<file path="src/rtl/rom_loader_ctrl.sv">
`default_nettype none
// ============================================================================
// Module   : rom_loader_ctrl
// Brief    : Serial-to-ROM download controller. Receives a little-endian
//            32-bit word count, N little-endian data words and an 8-bit
//            additive checksum. Each word is written to instruction ROM, and
//            the core is held off the ROM while the session is running.
// Revision : 1.0  initial release
// ============================================================================
module rom_loader_ctrl #(
  parameter int unsigned ROM_DEPTH      = 4096,
  parameter int unsigned TIMEOUT_CYCLES = 1000000
) (
  input  logic        clk_i,
  input  logic        rst_n_i,
  input  logic        start_i,
  input  logic        rx_valid_i,
  input  logic [7:0]  rx_data_i,
  output logic        rx_ready_o,
  output logic        rom_wr_en_o,
  output logic [31:0] rom_wr_addr_o,
  output logic [31:0] rom_wr_data_o,
  output logic        hold_o,
  output logic        cpu_rst_o,
  output logic        busy_o,
  output logic        done_o,
  output logic        err_o,
  output logic [1:0]  err_code_o
);

  typedef enum logic [2:0] {
    S_IDLE  = 3'd0,
    S_HDR   = 3'd1,
    S_DATA  = 3'd2,
    S_WRITE = 3'd3,
    S_CSUM  = 3'd4,
    S_DONE  = 3'd5,
    S_ERR   = 3'd6
  } state_t;

  localparam logic [31:0] c_depth    = 32'(ROM_DEPTH);
  localparam logic [31:0] c_tmo_last = 32'(TIMEOUT_CYCLES - 1);
  localparam logic [1:0]  c_err_none = 2'd0;
  localparam logic [1:0]  c_err_len  = 2'd1;
  localparam logic [1:0]  c_err_csum = 2'd2;
  localparam logic [1:0]  c_err_tmo  = 2'd3;

  state_t      state_q, state_d;
  logic [31:0] len_q, len_d;          // header word count N
  logic [31:0] idx_q, idx_d;          // current word index k
  logic [31:0] word_q, word_d;        // word being assembled
  logic [31:0] tmr_q, tmr_d;          // idle cycles since last accepted byte
  logic [1:0]  bcnt_q, bcnt_d;        // byte position within header/word
  logic [7:0]  csum_q, csum_d;        // running payload checksum
  logic [1:0]  err_code_q, err_code_d;
  logic [31:0] wr_addr_q, wr_addr_d;
  logic [31:0] wr_data_q, wr_data_d;
  logic        rx_ready_q, rx_ready_d;
  logic        wr_en_q, wr_en_d;
  logic        active_q, active_d;    // drives both hold_o and busy_o
  logic        done_q, done_d;        // drives both done_o and cpu_rst_o
  logic        err_q, err_d;

  logic        w_rx_take;
  logic        w_waiting;
  logic        w_timeout;
  logic [31:0] w_len_next;
  logic [31:0] w_word_next;

  // rx_ready_q tracks state_q, so a byte is consumed only in a receiving state
  assign w_rx_take   = rx_valid_i && rx_ready_q;
  assign w_waiting   = (state_q == S_HDR) || (state_q == S_DATA) || (state_q == S_CSUM);
  assign w_timeout   = w_waiting && !w_rx_take && (tmr_q >= c_tmo_last);
  // Little-endian assembly: each new byte enters at the top and shifts down
  assign w_len_next  = {rx_data_i, len_q[31:8]};
  assign w_word_next = {rx_data_i, word_q[31:8]};

  // Next-state, datapath and registered-output decode
  always_comb begin
    state_d    = state_q;
    len_d      = len_q;
    idx_d      = idx_q;
    word_d     = word_q;
    csum_d     = csum_q;
    bcnt_d     = bcnt_q;
    err_code_d = err_code_q;
    wr_addr_d  = wr_addr_q;
    wr_data_d  = wr_data_q;
    tmr_d      = w_waiting ? (w_rx_take ? 32'd0 : tmr_q + 32'd1) : 32'd0;

    case (state_q)
      S_IDLE, S_ERR: begin
        if (start_i) begin
          state_d    = S_HDR;
          idx_d      = 32'd0;
          bcnt_d     = 2'd0;
          csum_d     = 8'd0;
          err_code_d = c_err_none;
        end
      end
      S_HDR: begin
        if (w_timeout) begin
          state_d    = S_ERR;
          err_code_d = c_err_tmo;
        end else if (w_rx_take) begin
          len_d  = w_len_next;
          bcnt_d = bcnt_q + 2'd1;
          if (bcnt_q == 2'd3) begin
            if ((w_len_next == 32'd0) || (w_len_next > c_depth)) begin
              state_d    = S_ERR;
              err_code_d = c_err_len;
            end else begin
              state_d = S_DATA;
            end
          end
        end
      end
      S_DATA: begin
        if (w_timeout) begin
          state_d    = S_ERR;
          err_code_d = c_err_tmo;
        end else if (w_rx_take) begin
          word_d = w_word_next;
          csum_d = csum_q + rx_data_i;
          bcnt_d = bcnt_q + 2'd1;
          if (bcnt_q == 2'd3) begin
            state_d   = S_WRITE;
            wr_addr_d = {idx_q[29:0], 2'b00};
            wr_data_d = w_word_next;
          end
        end
      end
      S_WRITE: begin
        if (idx_q == (len_q - 32'd1)) begin
          state_d = S_CSUM;
        end else begin
          idx_d   = idx_q + 32'd1;
          state_d = S_DATA;
        end
      end
      S_CSUM: begin
        if (w_timeout) begin
          state_d    = S_ERR;
          err_code_d = c_err_tmo;
        end else if (w_rx_take) begin
          if (rx_data_i == csum_q) begin
            state_d = S_DONE;
          end else begin
            state_d    = S_ERR;
            err_code_d = c_err_csum;
          end
        end
      end
      S_DONE: begin
        state_d = S_IDLE;
      end
      default: begin
        state_d = S_IDLE;
      end
    endcase

    // Outputs are a function of the next state so they line up with state_q
    rx_ready_d = (state_d == S_HDR) || (state_d == S_DATA) || (state_d == S_CSUM);
    wr_en_d    = (state_d == S_WRITE);
    active_d   = (state_d != S_IDLE) && (state_d != S_ERR);
    done_d     = (state_d == S_DONE);
    err_d      = (state_d == S_ERR);
  end

  // State and output registers; reset aborts the session immediately
  always_ff @(posedge clk_i or negedge rst_n_i) begin
    if (!rst_n_i) begin
      state_q    <= S_IDLE;
      len_q      <= 32'd0;
      idx_q      <= 32'd0;
      word_q     <= 32'd0;
      tmr_q      <= 32'd0;
      bcnt_q     <= 2'd0;
      csum_q     <= 8'd0;
      err_code_q <= c_err_none;
      wr_addr_q  <= 32'd0;
      wr_data_q  <= 32'd0;
      rx_ready_q <= 1'b0;
      wr_en_q    <= 1'b0;
      active_q   <= 1'b0;
      done_q     <= 1'b0;
      err_q      <= 1'b0;
    end else begin
      state_q    <= state_d;
      len_q      <= len_d;
      idx_q      <= idx_d;
      word_q     <= word_d;
      tmr_q      <= tmr_d;
      bcnt_q     <= bcnt_d;
      csum_q     <= csum_d;
      err_code_q <= err_code_d;
      wr_addr_q  <= wr_addr_d;
      wr_data_q  <= wr_data_d;
      rx_ready_q <= rx_ready_d;
      wr_en_q    <= wr_en_d;
      active_q   <= active_d;
      done_q     <= done_d;
      err_q      <= err_d;
    end
  end

  assign rx_ready_o    = rx_ready_q;
  assign rom_wr_en_o   = wr_en_q;
  assign rom_wr_addr_o = wr_addr_q;
  assign rom_wr_data_o = wr_data_q;
  assign hold_o        = active_q;
  assign busy_o        = active_q;
  assign done_o        = done_q;
  assign cpu_rst_o     = done_q;
  assign err_o         = err_q;
  assign err_code_o    = err_code_q;

endmodule
`default_nettype wire

</file>
<file path="config.mk">
export PLATFORM = sky130hd
export DESIGN_NAME = rom_loader_ctrl
export DESIGN_NICKNAME = d
export VERILOG_FILES = /design/src/rtl/rom_loader_ctrl.sv
export SDC_FILE = /design/constraint.sdc
export NUM_CORES = 1
export LEC_CHECK = 0
export BUFFER_PORTS_ARGS = -buffer_cell sky130_fd_sc_hd__buf_2
export CORE_MARGIN = 2
export CORE_UTILIZATION = 50
export CTS_BUF_LIST = sky130_fd_sc_hd__clkbuf_16
export CTS_CLUSTER_DIAMETER = 40
export DETAILED_ROUTE_END_ITERATION = 8
export PLACE_DENSITY = 0.69
export SKIP_CTS_REPAIR_TIMING = 1
export SLEW_MARGIN = 20
export SYNTH_ARGS = -nofsm -noshare
export SYNTH_HDL_FRONTEND = slang
export SYNTH_SLANG_ARGS = --single-unit
</file>
<file path="constraint.sdc">
create_clock -name clk_i -period 4.8 [get_ports clk_i]
set_input_delay 0 -clock clk_i [delete_from_list [all_inputs] [get_ports clk_i]]
set_output_delay 0 -clock clk_i [all_outputs]
set_load 0.01 [all_outputs]
</file>
* Word level (Yosys, flattened, before mapping) *
Index checks and enable logic that the tools add are counted.

operators by class
  equal/unequal tests = 27
  multiplexer cells = 35
  bitwise logic cells = 1
  div/mod/pow operators = 0
  $add $sub $neg = 5
  reduce and logical (&&, ||, !) cells = 26
  shifts and indexed selects = 0
  magnitude comparators = 2
  $mul = 0

operators by type and width
  cell                   count
  $mux 32                4
  $add 32x1->32 const B  2
  $pmux 32 s2            1
  $mux 3                 11
  $eq 32x32->1           1
  $ge 32x20->1 const B   1
  $gt 32x13->1 const B   1
  $logic_not 32->1       1
  $sub 32x1->32 const B  1
  $mux 2                 12
  $mux 8                 3
  $pmux 8 s2             1
  $eq 3x3->1 const B     5
  $pmux 3 s5             1
  $eq 3x2->1 const B     4
  $ne 2x2->1 const B     6
  $ne 3x3->1 const B     4
  $reduce_and 4->1       3
  $reduce_and 3->1       3
  $add 8x8->8            1
  $eq 8x8->1             1
  $pmux 2 s4             1
  $reduce_and 8->1       1
  $eq 3x1->1 const B     2
  other kinds (14)       25

storage, ports and cells
  memory bits (writable) = 0
  memories kept = 0
  bits in latches = 0
  input bits = 12
  flip-flop bits (word level) = 210
  ROM bits = 0

* Longest topological paths before layout *
  word-level depth = 10
  gate-level depth with buffers = 14
  depth with buffers taken out = 12

* Worst setup path after synthesis *
OpenSTA, ideal clock, no wires.

  path type = register to register
  start point = register len_q[15]
  end point = register idx_q[1]
  slack = 1.270 ns
  arrival time = 3.398 ns
  clock period less this slack = 3.530 ns
  setup time = 0.132 ns
  data required time = 4.668 ns
  buffers on the path = 3
  stages on the path, launching flop included = 13
  path through = dfrtp_1 -> or4_4 -> or4b_4 -> nor4_4 -> nor2_1 -> a2111o_1 -> a2111oi_4 -> a211o_1 -> buf_6 -> buf_6 -> buf_8 -> mux2i_1 -> nor2_1

on the way
  word-level cells in the longest chain between the ends = 4

RTL lines
  item                               line  source
  start: declaration                 49    logic [31:0] len_q, len_d;
  start signal: assignment           190   len_q <= len_d;
  $sub 32x1->32                      134   if (idx_q == (len_q - 32'd1)) begin
  $eq 32x32->1                       134
  $ne 2x2->1 (no source line)        -
  $reduce_and 3->1 (no source line)  -
  end signal: assignment             191   idx_q <= idx_d;
  end: declaration                   50    logic [31:0] idx_q, idx_d;

No other way between the ends.
A chain may end at the register's enable or synchronous reset.

* Worst setup path after layout *
  start point = register len_q[15]
  end point = register idx_q[27]

Same word-level chain as after synthesis.

==> impl.org <==
** Logic synthesis
- Of all cell types, the one taking the most synthesized area is dfrtp_1.
- Synthesized instance count :: 955
- Most frequently used cell type in the post-synthesis netlist :: dfrtp_1
- The synthesized netlist devotes 1.53% of its cell area to adder and majority cells.
- Yosys warns :: 0
- The top cell type by area accounts for 49.0% of the synthesized area.
- The share of the Yosys chip area taken by registers is 49.0%.
- Of the post-synthesis cell area, the part taken by muxes is 13.2%.
- The synthesized netlist devotes 17.4% of its cell area to simple gates.
- Post-synthesis cell type count :: 68
- Most instantiated flip-flop cell in the synthesis netlist :: dfrtp_1
- After synthesis, the cell types taking the most area are dfrtp_1, mux2_2, xnor2_1.
- Proportion of register bits with asynchronous set or reset after synthesis :: 100%
- After synthesis, the largest family of logic cells by area is simple AND/OR/NAND/NOR gates.
- Synthesis inferred 202 register bits.
- Xor and xnor area share after synthesis :: 5.86%
- Cell area after synthesis :: 0.0103 sq mm
- Average cell area after synthesis :: 10.8 sq um
- In the synthesized netlist, the cells that appear most often are dfrtp_1, mux2_2, nand2_1.
- In this run, synthesis inferred 0 flip-flops with an integrated enable.
- The synthesized netlist devotes 10.1% of its cell area to compound gates.

** Layout
- Final Net Count :: 1070
- Reg area :: 0.00505 sq mm
- Ratio of cells with drive above 1 in the final layout :: 27.1%
- The repair_antennas step left the layout with diodes totalling 0.
- The area growth from synthesis to layout is 17.8%.
- Post-layout instance area :: 0.0121 sq mm
- The filler cells instantiated in the layout total 1676.
- The multi-input combinational cells in the finished layout cover a total of 0.00497 sq mm.

** Critical path
- The worst setup path is of the flop to flop kind.
- In this run the critical register-to-register path is captured at idx_q[27].
- The worst register-to-register path has a depth of 9.
- CP max stage delay :: 640 ps
- Critical Path Sink Type :: flop
- Data required time at the worst endpoint :: 5210 ps
- The cell that appears most often on the critical path is nor4_1.
- Setup slack of the most critical reg-to-reg path :: 910 ps
- Total buffers and inverters traversed by the critical path :: 0
- Among cell families on the critical path, the largest total delay comes from simple AND/OR/NAND/NOR gates.
- The signal on the critical path passes through or4_4, or4b_4, nor4_1, mux2i_1, nor4_1, and3_1, a21oi_1, or4b_2, nand2_1.
- Critical path's slowest cell :: or4b_2
- Arrival time of the worst setup path :: 4310 ps
- Startpoint of the lowest-slack register-to-register path :: len_q[15]
- Max Fanout on Critical Path :: 9
- STA classifies the critical path startpoint as a flop.

** Power and ir drop
- Worst vdd ir :: 0.000452 V
- The design draws 0.00670 W.
- For this design the ratio of total power to cell area is 552 mW/mm^2.
- Reported leakage power :: 5.54 nW

** STA
- Slew Limit Headroom :: 52.7%
- Maximum achievable frequency :: 0.257 GHz
- Unrepaired setup endpoints after global routing :: no
- Actual transition at the worst max-transition pin :: 710 ps
- After layout, the worst path uses 81.1% of the clock period.
- Final hold violation count :: 0
- Setup violations remaining at the end of the flow were counted as 0.
- The number of max-slew violations in the final report came to 0.
- Subtracting the final worst setup slack from the clock period gives 3890 ps.
- Aggregate negative setup slack :: 0 ps
- Clk_skew :: 32.1 ps

** Floorplanning
- Floorplan die area :: 0.0218 sq mm
- The die is 148 um tall.
- Once the floorplan was initialized, standard cells occupied 51.0% of the core.
- In this run the standard cell core region covers 0.0202 sq mm.
- The die is 148 um wide.
- I/O pin count :: 85
- Number of placement rows :: 52

** GRT
- The first global-routing pass estimated 38600 um of wire.
- The number of antenna violations at the first check in global routing came to 0.
- The via count of the first global-routing pass is 7378.
- Maximum number of pins on one net before global-route repair :: 116
- Global router's overall resource usage :: 21.6%
- Summed over all layers, the global routing overflow is 0.

** Min path
- Hold Crit Endpoint :: tmr_q[0]
- Counting instances, the worst hold path has a depth of 4.
- Worst hold path startpoint :: rx_valid_i
- Min-Delay Path Class :: primary input to flop

** Clock network
- Clock-pin slew was measured on the worst setup and hold paths at 50 ps.
- H-tree levels :: 2
- TritonCTS Sinks :: 202
- Clock tree from TritonCTS :: yes
- Number of buffers added by the clock tree synthesis step :: 34
- Buffer type at the clock tree root :: clkbuf_16
- The later pin in the worst-skew pair is clocked with a latency of 510 ps.
- The longest clock path from root to sink contains 3 buffers.

** Drt
- The detailed router finished its first iteration with 422 violations.
- Post-DR vias/cell :: 5.77
- The first detailed-routing pass took 5 iterations.
- After detailed routing, the total wire length is 23300 um.
- Drt wl/cell :: 17.4 um
- After detailed routing, the number of remaining DRC violations is 0.
- In this run the remaining antenna-violating nets after routing total 0.
- Detailed routing inserted a total of 7741 vias.

** Placement
- The count of buffers added on input and output ports is 82.
- Routability-driven placement congestion ratio :: 0.898
- The wire-length estimate of the detail-placed layout is 15600 um.
- In this run the cell area measured after placement is 0.0110 sq mm.

** Outcome
- The flow ran to the end, and the final reports show no timing, DRC or antenna violations.

** Job
- Across the run, the number of max-cap violations was 0.
-- placed cells by master (no fill, tap or decap), drive strengths merged, types with 13 or more instances in the layout --
cell type	netlist	layout
o211ai	14	14
nand2	68	68
nand4	18	18
inv	21	30
dfrtp	202	202
xor2	29	29
and3	19	19
buf	10	92
nor2	63	63
clkbuf	38	36
nand3	31	31
xnor2	40	40
a21oi	32	32
mux2	118	118
o21ai	27	27
nor3	23	23
nor4	20	20
o31ai	13	13
or4	24	24
or3	16	16
-- worst max-delay path by stage --
| stage | startpoint | endpoint | slack, ps | depth (start not counted) |
|---|---|---|---|---|
| floorplan | len_q[15] | idx_q[1] | 1270 | 12 |
| global placement | len_q[15] | idx_q[29] | 1000 | 9 |
| detailed placement | len_q[15] | idx_q[27] | 960 | 9 |
| CTS | len_q[15] | idx_q[27] | 940 | 9 |
| global route | len_q[2] | idx_q[17] | 700 | 10 |
| finish | len_q[15] | idx_q[27] | 910 | 9 |
-- through the flow --
stage / hold WS, ps / setup slack [ps] / std cells / utilization, %
5_1_grt: 124 / 697 / 1341 / 60.0
6_report: 56.9 / 907 / 1341 / 60.0
3_3_place_gp: 103 / 1000 / 1271 / 54.1
2_1_floorplan: -296 / 1270 / 956 / -
4_1_cts: -425 / 937 / 1332 / 59.6
3_5_place_dp: 98.1 / 963 / 1271 / 54.1
-- final cells by class --
type,count,area share [%]
clock buffer,35,7.21
sequential,202,41.6
inverter,21,0.649
tap,270,2.78
multi-input combinational,685,40.9
clock inverter,26,1.87
timing repair buffer,102,4.98
-- per-layer routing --
layer | part of all wire [%] | global-route usage (%) | vias up
met5 | 0 | 0 | -
met4 | 1.9 | 6.39 | 0
met3 | 5.5 | 4.38 | 35
met2 | 45 | 33.3 | 191
met1 | 47 | 31.0 | 3819
li1 | - | - | 3696
-- worst min-delay path, stage by stage --
cell	delay (ps)
buf_2	110
nand2_1	180
o21ai_2	160
nor2_1	50
-- power breakdown --
part | switching, W | internal [W] | leakage, nW
clock | 0.000875 | 0.00146 | 0.534
sequential | 0.000413 | 0.00218 | 2.63
combinational | 0.000861 | 0.000914 | 2.38
total | 0.00215 | 0.00455 | 5.54
-- flip-flops by register name, indices dropped and copies added (netlist names) --
signal         flops
state_q            3
bcnt_q             2
err_o              1
len_q             32
tmr_q             32
csum_q             8
rom_wr_addr_o     30
word_q            24
rx_ready_o         1
idx_q             32
rom_wr_data_o     32
cpu_rst_o          1
rom_wr_en_o        1
err_code_o         2
busy_o             1
-- cell families after synthesis --
logic type                 after synthesis
and+or+nand+nor                        332
DFF                                    202
AOI/OAI and AO/OA                      149
muxes                                  121
xor gates and xnor gates                69
buffers and inverters                   69
adders and majority gates               12
other                                    1
Note: power is estimated with default switching activity, not from simulation.
